File: src/rtl/mc_controller.sv
// Multicycle main control FSM for the 32-bit MIPS core.
// Sequences ALU, register file, IR, PC and the unified memory port.
// Optional feature macro: MC_CONTROLLER_BNE_EN (adds BNEEX state and bne output).
module mc_controller #(
    parameter int unsigned STATE_W = 4
) (
    input  logic               clk,
    input  logic               reset,
    input  logic [5:0]         op,
    input  logic               memready,
    output logic               memwrite,
    output logic               iord,
    output logic               irwrite,
    output logic               regdst,
    output logic               memtoreg,
    output logic               regwrite,
    output logic               alusrca,
    output logic [1:0]         alusrcb,
    output logic [1:0]         aluop,
    output logic [1:0]         pcsrc,
    output logic               pcwrite,
    output logic               branch,
    output logic               illegal,
`ifdef MC_CONTROLLER_BNE_EN
    output logic               bne,
`endif
    output logic [STATE_W-1:0] state
);

    typedef enum logic [3:0] {
        FETCH   = 4'd0,
        DECODE  = 4'd1,
        MEMADR  = 4'd2,
        MEMRD   = 4'd3,
        MEMWB   = 4'd4,
        MEMWR   = 4'd5,
        RTYPEEX = 4'd6,
        ALUWB   = 4'd7,
        BEQEX   = 4'd8,
        ADDIEX  = 4'd9,
        ADDIWB  = 4'd10,
        JEX     = 4'd11,
        BNEEX   = 4'd12
    } state_t;

    localparam logic [5:0] OP_LW    = 6'b100011;
    localparam logic [5:0] OP_SW    = 6'b101011;
    localparam logic [5:0] OP_RTYPE = 6'b000000;
    localparam logic [5:0] OP_BEQ   = 6'b000100;
    localparam logic [5:0] OP_ADDI  = 6'b001000;
    localparam logic [5:0] OP_J     = 6'b000010;
    localparam logic [5:0] OP_BNE   = 6'b000101;

    // Moore control word; registered alongside the state it belongs to
    typedef struct packed {
        logic       memwrite;
        logic       iord;
        logic       regdst;
        logic       memtoreg;
        logic       regwrite;
        logic       alusrca;
        logic [1:0] alusrcb;
        logic [1:0] aluop;
        logic [1:0] pcsrc;
        logic       pcwrite_j;
        logic       branch;
`ifdef MC_CONTROLLER_BNE_EN
        logic       bne;
`endif
    } ctrl_t;

    state_t state_q;
    state_t state_d;
    ctrl_t  ctrl_q;

    // Control word for a given state; anything not listed stays 0
    function automatic ctrl_t decode(input state_t s);
        ctrl_t c;
        c = '0;
        case (s)
            FETCH:   c.alusrcb = 2'b01;
            DECODE:  c.alusrcb = 2'b11;
            MEMADR:  begin c.alusrca = 1'b1; c.alusrcb = 2'b10; end
            MEMRD:   c.iord = 1'b1;
            MEMWB:   begin c.memtoreg = 1'b1; c.regwrite = 1'b1; end
            MEMWR:   begin c.iord = 1'b1; c.memwrite = 1'b1; end
            RTYPEEX: begin c.alusrca = 1'b1; c.aluop = 2'b10; end
            ALUWB:   begin c.regdst = 1'b1; c.regwrite = 1'b1; end
            BEQEX:   begin
                c.alusrca = 1'b1;
                c.aluop   = 2'b01;
                c.pcsrc   = 2'b01;
                c.branch  = 1'b1;
            end
            ADDIEX:  begin c.alusrca = 1'b1; c.alusrcb = 2'b10; end
            ADDIWB:  c.regwrite = 1'b1;
            JEX:     begin c.pcsrc = 2'b10; c.pcwrite_j = 1'b1; end
`ifdef MC_CONTROLLER_BNE_EN
            BNEEX:   begin
                c.alusrca = 1'b1;
                c.aluop   = 2'b01;
                c.pcsrc   = 2'b01;
                c.bne     = 1'b1;
            end
`endif
            default: c = '0;
        endcase
        return c;
    endfunction

    // Next-state logic and the illegal-opcode pulse in DECODE
    always_comb begin
        state_d = FETCH;
        illegal = 1'b0;
        case (state_q)
            FETCH:   state_d = memready ? DECODE : FETCH;
            DECODE: begin
                case (op)
                    OP_LW, OP_SW: state_d = MEMADR;
                    OP_RTYPE:     state_d = RTYPEEX;
                    OP_BEQ:       state_d = BEQEX;
                    OP_ADDI:      state_d = ADDIEX;
                    OP_J:         state_d = JEX;
`ifdef MC_CONTROLLER_BNE_EN
                    OP_BNE:       state_d = BNEEX;
`endif
                    default: begin
                        state_d = FETCH;
                        illegal = 1'b1;
                    end
                endcase
            end
            MEMADR:  state_d = (op == OP_LW) ? MEMRD : MEMWR;
            MEMRD:   state_d = memready ? MEMWB : MEMRD;
            MEMWB:   state_d = FETCH;
            MEMWR:   state_d = memready ? FETCH : MEMWR;
            RTYPEEX: state_d = ALUWB;
            ALUWB:   state_d = FETCH;
            BEQEX:   state_d = FETCH;
            ADDIEX:  state_d = ADDIWB;
            ADDIWB:  state_d = FETCH;
            JEX:     state_d = FETCH;
`ifdef MC_CONTROLLER_BNE_EN
            BNEEX:   state_d = FETCH;
`endif
            default: state_d = FETCH;
        endcase
    end

    // State register with its registered control word; synchronous reset to FETCH
    always_ff @(posedge clk) begin
        if (reset) begin
            state_q <= FETCH;
            ctrl_q  <= decode(FETCH);
        end else begin
            state_q <= state_d;
            ctrl_q  <= decode(state_d);
        end
    end

    // FETCH strobes wait on the memory handshake, so they cannot be registered
    assign irwrite  = (state_q == FETCH) && memready;
    assign pcwrite  = irwrite || ctrl_q.pcwrite_j;

    assign memwrite = ctrl_q.memwrite;
    assign iord     = ctrl_q.iord;
    assign regdst   = ctrl_q.regdst;
    assign memtoreg = ctrl_q.memtoreg;
    assign regwrite = ctrl_q.regwrite;
    assign alusrca  = ctrl_q.alusrca;
    assign alusrcb  = ctrl_q.alusrcb;
    assign aluop    = ctrl_q.aluop;
    assign pcsrc    = ctrl_q.pcsrc;
    assign branch   = ctrl_q.branch;
`ifdef MC_CONTROLLER_BNE_EN
    assign bne      = ctrl_q.bne;
`endif
    assign state    = STATE_W'(state_q);

endmodule

File: config.mk
export PLATFORM = sky130hd
export DESIGN_NAME = mc_controller
export DESIGN_NICKNAME = d
export VERILOG_FILES = /design/src/rtl/mc_controller.sv
export SDC_FILE = /design/constraint.sdc
export NUM_CORES = 1
export LEC_CHECK = 0
export ABC_CLOCK_PERIOD_IN_PS = 1900
export BUFFER_PORTS_ARGS = -buffer_cell sky130_fd_sc_hd__clkbuf_2
export CORE_ASPECT_RATIO = 1.2
export CORE_MARGIN = 10
export CORE_UTILIZATION = 43
export DETAILED_ROUTE_END_ITERATION = 12
export PLACE_DENSITY = 0.73
export SLEW_MARGIN = 15
export SYNTH_ARGS = -nofsm -noshare
export SYNTH_HDL_FRONTEND = slang
export SYNTH_SLANG_ARGS = --single-unit
File: constraint.sdc
create_clock -name clk -period 1.9 [get_ports clk]
set_input_delay 0.285 -clock clk [delete_from_list [all_inputs] [get_ports clk]]
set_output_delay 0.285 -clock clk [all_outputs]
set_load 0.03 [all_outputs]
# Word-level counts from Yosys, hierarchy flattened
# Index checks and enable logic that the tools add are counted.
[totals]
input_bits = 9
register_bits = 18
out_inout_bits = 20
wordCells = 64
[op_classes]
reduce_logical = 11
mux = 19
eq_ne = 22
[ops]
columns = ["cell", "count"]
rows = [
  ["4-bit case mux with 7 select lines", 1],
  ["4-bit by 3-bit equality test with 1-bit output (second input constant)", 6],
  ["4-bit equality test (second input constant)", 5],
  ["4-bit case mux with 5 select lines", 1],
  ["4-bit by 2-bit equality test with 1-bit output (second input constant)", 4],
  ["6-bit equality test (second input constant)", 2],
  ["1-bit two-way mux", 11],
  ["3-bit two-way mux", 3],
  ["4-bit by 1-bit equality test with 1-bit output (second input constant)", 2],
  ["4-bit logical NOT", 2],
  ["2-bit case mux with 2 select lines", 2],
  ["6-bit by 2-bit equality test with 1-bit output (second input constant)", 1],
  ["6-bit by 3-bit equality test with 1-bit output (second input constant)", 1],
  ["6-bit by 4-bit equality test with 1-bit output (second input constant)", 1],
  ["6-bit logical NOT", 1],
  ["2-bit case mux with 3 select lines", 1],
  ["2-bit OR reduction", 3],
  ["6-bit OR reduction", 1],
  ["4-bit OR reduction", 1],
  ["3-bit OR reduction", 1],
  ["1-bit logical AND", 1],
  ["1-bit logical OR", 1],
]

# Logic depth before layout (Yosys ltp)
# Gate-level depths: netlist of the first run.
[depth]
ltp_word = 7
mapped_depth = 6
ltp_nobuf = 5

# Worst setup path before layout of the first run
# No wires, ideal clock.
[synth_timing]
path_type = "reg2reg"
start = "register state_q[2], in the netlist state[2]"
end = "register ctrl_q, in the netlist alusrcb[1]"
stages_incl_launch_ff = 7
setup_slack_ps = -11
period_less_slack_ps = 1911
setup_ps = 88
n_path_buf = 1
arrival_ps = 1823
t_required_ps = 1812
cell_sequence = "dfxtp_1 -> buf_4 -> nand4b_1 -> a31oi_1 -> nor3b_1 -> a31oi_1 -> a311oi_2"
[synth_between]
elab_chain_len = 5
word_cells_on_any_way = 14
classes_between = "9 x eq/ne; 2 x mux; 3 x reduce/logical"
[synth_lines]
columns = ["element", "line_no", "rtl"]
rows = [
  ["start, declared", "72", "state_t state_q;"],
  ["start signal, assigned", "156", "state_q <= state_d;"],
  ["4-bit equality test, or another cell as far along", "115", "case (state_q)"],
  ["4-bit case mux with 7 select lines *", "115", ""],
  ["4-bit equality test / 4-bit by 2-bit equality test with 1-bit output (equally long branches)", "80", "case (s)"],
  ["2-bit OR reduction (no source line)", "--", ""],
  ["2-bit case mux with 3 select lines *", "80", ""],
  ["end signal, assigned", "154", "ctrl_q <= decode(FETCH);"],
  ["end signal, assigned", "157", "ctrl_q <= decode(state_d);"],
  ["end, declared", "74", "ctrl_t ctrl_q;"],
]
# Every way passes the cells marked *; elsewhere a longest branch is shown, timed or not.
# A chain may end at the register's enable or synchronous reset.

# Worst setup path in the final report of the first run
[layout_timing]
start = "register state_q[3], in the netlist state[3]"
end = "register ctrl_q, in the netlist alusrcb[1]"
# The elaborated chain is that of the path after synthesis.

==> results of run 1 <==
[logic make-up (layout without fill, tap and decap cells)]
kind of cell | count (synthesis) | after routing | synth area share
AOI/OAI and AO/OA | 18 | 18 | 0.1691
xor gates and xnor gates | 2 | 2 | 0.02078
buffers and inverters | 14 | 41 | 0.1098
DFF | 16 | 16 | 0.3798
and+or+nand+nor | 44 | 44 | 0.3205
[metrics by stage]
stage	TNS (ns)	setup slack, ns	instances	power (mW)	util
finish	0	0.1212	140	0.6099	0.5612
global route	0	0.002394	140	0.6458	0.5612
CTS	0	0.03131	140	0.6185	0.5470
detailed placement	-0.02910	-0.01833	137	0.4518	0.5294
global placement	0	0.01537	137	0.4496	0.5294
floorplan	0	0.01706	94	0.4205	-
[cell usage after synthesis, types with 2 or more instances]
library cell / instances / area share
dfxtp_1: 16 / 0.38
nor2_1: 10 / 0.045
buf_4: 8 / 0.071
nor3_1: 5 / 0.030
nand4_1: 4 / 0.030
a21oi_1: 3 / 0.018
a31oi_1: 3 / 0.022
nand2_1: 3 / 0.013
nand3b_1: 3 / 0.027
o211ai_1: 3 / 0.027
inv_1: 2 / 0.0089
inv_2: 2 / 0.0089
nand2b_1: 2 / 0.015
nand3_1: 2 / 0.012
nor2b_1: 2 / 0.015
nor3b_1: 2 / 0.018
[layer usage]
metal  wire, um  vias up  part of all wire
li1           -      396                 -
met1        790      349              0.40
met2        989       18              0.51
met3        162        4             0.083
met4         14        0            0.0072
met5          0        -                 0
[layout make-up]
type,count,area share
sequential,16,0.3145
multi-input combinational,64,0.4482
clock buffer,3,0.02169
tap,19,0.02289
inverter,4,0.01446
timing repair buffer,34,0.1783
[registers in the layout (all words and copies together) (netlist names)]
signal	flops
ctrl_q	1
state	4
regdst	1
aluop	1
branch	1
pcsrc	1
regwrite	1
iord	1
memtoreg	1
alusrcb	2
memwrite	1
alusrca	1
[how the worst max path moves through the flow]
stage | from | endpoint | cells past startpoint
after global placement | state[0]$_SDFF_PP0_ | memtoreg$_SDFF_PP0_ | 5
final | state[3]$_SDFF_PP0_ | alusrcb[1]$_SDFF_PP0_ | 5
after global routing | state[3]$_SDFF_PP0_ | alusrcb[1]$_SDFF_PP0_ | 5
after floorplan | state[0]$_SDFF_PP0_ | alusrcb[1]$_SDFF_PP0_ | 5
after detailed placement | state[0]$_SDFF_PP0_ | iord$_SDFF_PP0_ | 5
after CTS | state[2]$_SDFF_PP0_ | alusrcb[1]$_SDFF_PP0_ | 6
[worst max-delay path, cell delays in order (launching register included)]
cell and delay, ns:
dfxtp_1 0.48, inv_2 0.08, or4_1 0.60, o2111ai_4 0.16, a31oi_1 0.15, a311oi_2 0.24
[where the power goes]
part           switching [mW]  internal [mW]
clock                  0.0915         0.0733
sequential            0.00630          0.339
combinational          0.0623         0.0371
==> results.cfg, run 1 <==
[run_status]
status = finished clean

[cts]
hold_buffers = 0
post_cts_buffers = 0
cts_inserted_buffers = 3
clk_latency_ns = 0.27
clk_pin_slew_worst_paths_ns = 0.08
cts.sinks = 16
tritoncts = done
cts_buffer_depth = 2
cts_root_buf = clkbuf_4
htree_levels = 1
post_cts_resized = 2

[global_routing]
grt_start_max_net_pins = 14
grt.overflow.total = 0
gr-usage-met1 = 0.1038
met2_usage = 0.1830
antenna_found_initial = 0
busiest_layer = met2
grt_pass1_wl_um = 3394
grt_usage = 0.1008
grt_pass1_vias = 786
grt_use_met3 = 0.04388

[timing]
max-slew-margin-rel = 0.7212
worst_slew_pin_slew_ns = 0.4163
fin_crit_sh = 0.9362
setup_violations = 0
hold_viol_final = 0
finalMaxSlewViolations = 0
max_freq_mhz = 562.2
whs_ns = 0.3268
rsz0062_at_grt = false
fin_skew_ns = 0.002798
period_needed_ns = 1.779

[synthesis]
ys_warn_count = 0
synth_cells = 94
ys_ff_latch = 16
synth-edff-count = 0
syn_area_um2 = 843.3
async_reset_ff_frac = 0
ys_seq_area_frac = 0.3798
avgSynthCellArea_um2 = 8.971
synth_cell_types = 40
syn_nets = 103
synth_ff_type = dfxtp_1

[floorplanning]
row_count = 17
dieArea_um2 = 4140
initial_core_util = 0.4557
die_w_um = 60.43
core-area_um2 = 1851
die_h_um = 68.51
ios = 29

[route]
ant_nets = 0
wl_per_cell_um = 13.98
drc = 0
drtPass1Iterations = 4
drt-total-wl_um = 1957
via_per_inst = 5.479
drt-initial-drc-count = 13
vias = 767

[layout]
final_common_cell = clkbuf_2
multi_input_area_um2 = 465.4
fill_cells = 175
final_nets = 132
area.growth.synth_to_final_pct = 23.15
mostFrequentLayoutCells = 28 x clkbuf_2, 13 x dfxtp_1, 10 x nor2_1
seq_area_um2 = 326.6
drive_gt1_frac = 0.4215
stdcell_area_um2 = 1039
n_antenna_cell = 0

[worst_setup_path]
ff2ff_setup_slack_ns = 0.12
reg2reg_to = alusrcb[1]$_SDFF_PP0_
critPathKind = reg2reg
rr_worst_depth = 5
path_max_fanout = 9
r2r_start = state[3]$_SDFF_PP0_
startpoint_type = flip-flop
endpoint_kind = flip-flop
critPathArrivalTime_ns = 1.97
required_ns = 2.09

[placed_design]
dpl.hpwl_um = 1605
numPortBuffers = 28
place_area_um2 = 979.7
place_congestion = 0.7640

[power]
peakVddDrop_mv = 0.4973
p_per_area_nw_per_um2 = 587.2
power.leakage_nw = 0.4424

[min_path]
hp-start = reset
holdPathEnd = state[1]$_SDFF_PP0_
min_path_type = in2reg
holdPathStages = 2

[job]
drv_cap = 0
(Power assumes the default switching activity.)
==> run 2, diff against run 1 <==
Settings changed: ABC_CLOCK_PERIOD_IN_PS 1900 to 2000, CORE_UTILIZATION 43 to 48, PLACE_DENSITY 0.73 to 0.77.
Clock period 1.9 ns to 2 ns, I/O delays scaled along.
==> results.cfg, run 2 (synthesized netlist as in run 1, its figures left out) <==
[cts]
clk_pin_slew_worst_paths_ns = 0.09
clk_latency_ns = 0.28
tritoncts = done
cts.sinks = 16
hold_buffers = 0
cts_root_buf = clkbuf_4
post_cts_buffers = 0
post_cts_resized = 1
cts_inserted_buffers = 3
cts_buffer_depth = 2
htree_levels = 1

[route]
drt-initial-drc-count = 18
drc = 0
vias = 777
ant_nets = 0
drt-total-wl_um = 2049
via_per_inst = 5.672
drtPass1Iterations = 4
wl_per_cell_um = 14.96

[floorplanning]
die_w_um = 58.27
core-area_um2 = 1642
ios = 29
initial_core_util = 0.5137
dieArea_um2 = 3841
die_h_um = 65.92
row_count = 16

[power]
power_frac_clock = 0.330
swShare = 0.2608
power.leakage_nw = 0.4302
pwr-share-comb = 0.153
seqPwrFrac = 0.517
p_per_area_nw_per_um2 = 626.7
p_sw_mw = 0.1656
p_int_mw = 0.4695
peakVddDrop_mv = 0.4004

[global_routing]
grt_usage = 0.1005
grt_pass1_vias = 683
antenna_found_initial = 0
grt_start_max_net_pins = 15
grt.overflow.total = 0
grt_pass1_wl_um = 3180

[layout]
largest_reg_flops = 4
final_common_cell = clkbuf_2
n_antenna_cell = 0
area.growth.synth_to_final_pct = 20.18
mostFrequentLayoutCells = 28 x clkbuf_2, 15 x dfxtp_1, 10 x nor2_1
final_nets = 129
fin_util = 0.6174
fill_cells = 147
drive_gt1_frac = 0.3782

[worst_setup_path]
worst_path_max_delay_cell = or4b_1
crit_path_end = alusrcb[1]$_SDFF_PP0_
rr_worst_depth = 4
cp_num_buf_inv = 0
required_ns = 2.20
critPathArrivalTime_ns = 2.08
critPathKind = reg2reg
crit_family = compound AO/OA/AOI/OAI gates
ff2ff_setup_slack_ns = 0.11
cp-startpoint = state[2]$_SDFF_PP0_
crit_chain = or4b_1 -> o2111ai_4 -> a31oi_1 -> a311oi_2
endpoint_kind = flip-flop
reg2reg_to = alusrcb[1]$_SDFF_PP0_
path_max_fanout = 14
cp.depth = 4
slowest_delay_ns = 0.62
startpoint_type = flip-flop
r2r_start = state[2]$_SDFF_PP0_

[timing]
max_freq_mhz = 529.9
period_needed_ns = 1.887
max-slew-margin-rel = 0.7120
setup_violations = 0
whs_ns = 0.3423
worst_slew_pin_slew_ns = 0.4314
finalMaxSlewViolations = 0
fin_skew_ns = 0.007170
fin_crit_sh = 0.9436
hold_viol_final = 0

[min_path]
min_path_type = in2reg

[placed_design]
place_congestion = 0.7686
dpl.hpwl_um = 1570
numPortBuffers = 28

[job]
drv_cap = 0

[run_status]
status = finished clean
-- run 2: how the worst min path moves through the flow --
stage,cells after the start,startpoint,end
floorplan,1,reset,state[2]$_SDFF_PP0_
detailed placement,2,reset,alusrcb[1]$_SDFF_PP0_
finish,2,reset,alusrcb[1]$_SDFF_PP0_
global route,2,reset,alusrcb[1]$_SDFF_PP0_
CTS,2,reset,alusrcb[1]$_SDFF_PP0_
global placement,2,reset,alusrcb[1]$_SDFF_PP0_
-- run 2: power by group through the flow --
stage / Sequential [mW] / Combinational (mW) / Clock, mW
5_1_grt: 0.329 / 0.106 / 0.230
4_1_cts: 0.328 / 0.0955 / 0.213
3_5_place_dp: 0.335 / 0.0949 / 0
6_report: 0.328 / 0.0972 / 0.209
3_3_place_gp: 0.335 / 0.0923 / 0
2_1_floorplan: 0.337 / 0.0619 / 0
-- run 2: final cells by class --
type | count | area, um2 | area share
inverter | 4 | 15.01 | 0.01481
timing repair buffer | 31 | 162.7 | 0.1605
multi-input combinational | 64 | 455.4 | 0.4494
tap | 18 | 22.52 | 0.02222
sequential | 16 | 321.6 | 0.3173
clock buffer | 4 | 36.28 | 0.03580
-- run 2: per-stage QoR --
step                      std cells  cell area [um2]  worst slack (ns)  setup TNS, ns  total power, mW
final                           137             1013            0.1129              0           0.6351
after global routing            137             1013         -0.001566      -0.001566           0.6660
after CTS                       137            992.2           0.03735              0           0.6366
after detailed placement        133            950.9           0.02127              0           0.4303
after global placement          133            950.9           0.08628              0           0.4273
after floorplan                  94            843.3           0.08866              0           0.3994
-- run 2: routing by layer --
metal / vias up / GRT usage / wire, um
met3: 2 / 0.05385 / 190
met5: - / 0 / 0
met4: 0 / 0.03529 / 8
met2: 24 / 0.1582 / 1043
met1: 359 / 0.1114 / 806
li1: 392 / - / -
==> run 3, diff against run 2 <==
Settings changed: CORE_ASPECT_RATIO 1.2 to not set.
==> results.cfg, run 3 (synthesized netlist as in run 1, its figures left out) <==
[timing]
worst_slew_pin_slew_ns = 0.4549
finalMaxSlewViolations = 0
fin_skew_ns = 0.003121
setup_violations = 0
fin_crit_sh = 0.9244
setup_tns_ns = 0
whs_ns = 0.3384
max_freq_mhz = 540.9
period_needed_ns = 1.849
rsz0062_at_grt = false
hold_viol_final = 0
max-slew-margin-rel = 0.6954

[power]
p_per_area_nw_per_um2 = 621.0
power.leakage_nw = 0.4259
peakVddDrop_mv = 0.4060

[cts]
htree_levels = 1
cts_root_buf = clkbuf_4
post_cts_resized = 0
cts_inserted_buffers = 3
cts_buffer_depth = 2
hold_buffers = 0
tritoncts = done
post_cts_buffers = 0
clk_pin_slew_worst_paths_ns = 0.09
cts.sinks = 16
clk_latency_ns = 0.28

[route]
drc = 0
drt-initial-drc-count = 22
drt-total-wl_um = 1951
via_per_inst = 5.674
wl_per_cell_um = 14.45
vias = 766
drtPass1Iterations = 4
ant_nets = 0

[global_routing]
antenna_found_initial = 0
grt_start_max_net_pins = 15
grt.overflow.total = 0
grt_pass1_vias = 724
grt_pass1_wl_um = 3125
grt_usage = 0.1063

[worst_setup_path]
required_ns = 2.20
crit_chain = or4b_1 -> o2111ai_4 -> a31oi_1 -> a311oi_2
path_max_fanout = 9
slowest_delay_ns = 0.62
endpoint_kind = flip-flop
critPathKind = reg2reg
worst_path_max_delay_cell = or4b_1
critPathArrivalTime_ns = 2.04
startpoint_type = flip-flop

[layout]
largest_reg_flops = 4
area.growth.synth_to_final_pct = 19.44
final_common_cell = clkbuf_2
final_nets = 128
drive_gt1_frac = 0.3898
mostFrequentLayoutCells = 28 x clkbuf_2, 13 x dfxtp_1, 10 x nor2_1
n_antenna_cell = 0

[floorplanning]
ios = 29
die_h_um = 61.92
initial_core_util = 0.4993
row_count = 15
die_w_um = 61.92
dieArea_um2 = 3833
core-area_um2 = 1689

[placed_design]
place_congestion = 0.8114
numPortBuffers = 28
dpl.hpwl_um = 1495

[run_status]
status = finished clean

[min_path]
min_path_type = in2reg

[job]
drv_cap = 0
run 3: worst max-delay path: cells and delay by family, from the launching register on:
kind / cells / cell delay, ns
compound gates: 3 / 0.73
simple gates: 1 / 0.62
flops: 1 / 0.42
run 3: path summary, 6_finish.rpt:
check	end	startpoint	slack, ns	depth (start not counted)
min	alusrcb[1]$_SDFF_PP0_	reset	0.34	2
max	alusrcb[1]$_SDFF_PP0_	state[3]$_SDFF_PP0_	0.15	4
min reg2reg	regwrite$_SDFF_PP0_	state[0]$_SDFF_PP0_	0.74	3
max reg2reg	alusrcb[1]$_SDFF_PP0_	state[3]$_SDFF_PP0_	0.15	4
run 3: final cells by class:
class / instances / area [um2]
Fill cell: 155 / 681.9
Multi-Input combinational cell: 64 / 455.4
Sequential cell: 16 / 324.1
Timing Repair Buffer: 30 / 155.1
Clock buffer: 4 / 36.28
Tap cell: 17 / 21.27
Inverter: 4 / 15.01
run 3: routing by layer:
layer | part of all wire | track usage | vias to the layer above
li1 | - | - | 389
met1 | 0.43 | 0.1170 | 356
met2 | 0.49 | 0.1772 | 17
met3 | 0.072 | 0.04675 | 4
met4 | 0.011 | 0.03822 | 0
met5 | 0 | 0 | -
run 3: per-stage QoR:
step / std cells / util / area, um2 / setup WS (ns) / total power, mW
floorplan: 94 / - / 843.3 / 0.08866 / 0.3994
global placement: 131 / 0.5578 / 942.2 / 0.08908 / 0.4253
finish: 135 / 0.5963 / 1007 / 0.1513 / 0.6255
detailed placement: 131 / 0.5578 / 942.2 / 0.07095 / 0.4281
CTS: 135 / 0.5793 / 978.4 / 0.004853 / 0.6305
global route: 135 / 0.5963 / 1007 / 0.05044 / 0.6579
run 3: report_power, final:
group / internal [mW] / switching (mW)
Clock: 0.111 / 0.0911
Combinational: 0.0345 / 0.0601
Sequential: 0.323 / 0.00611
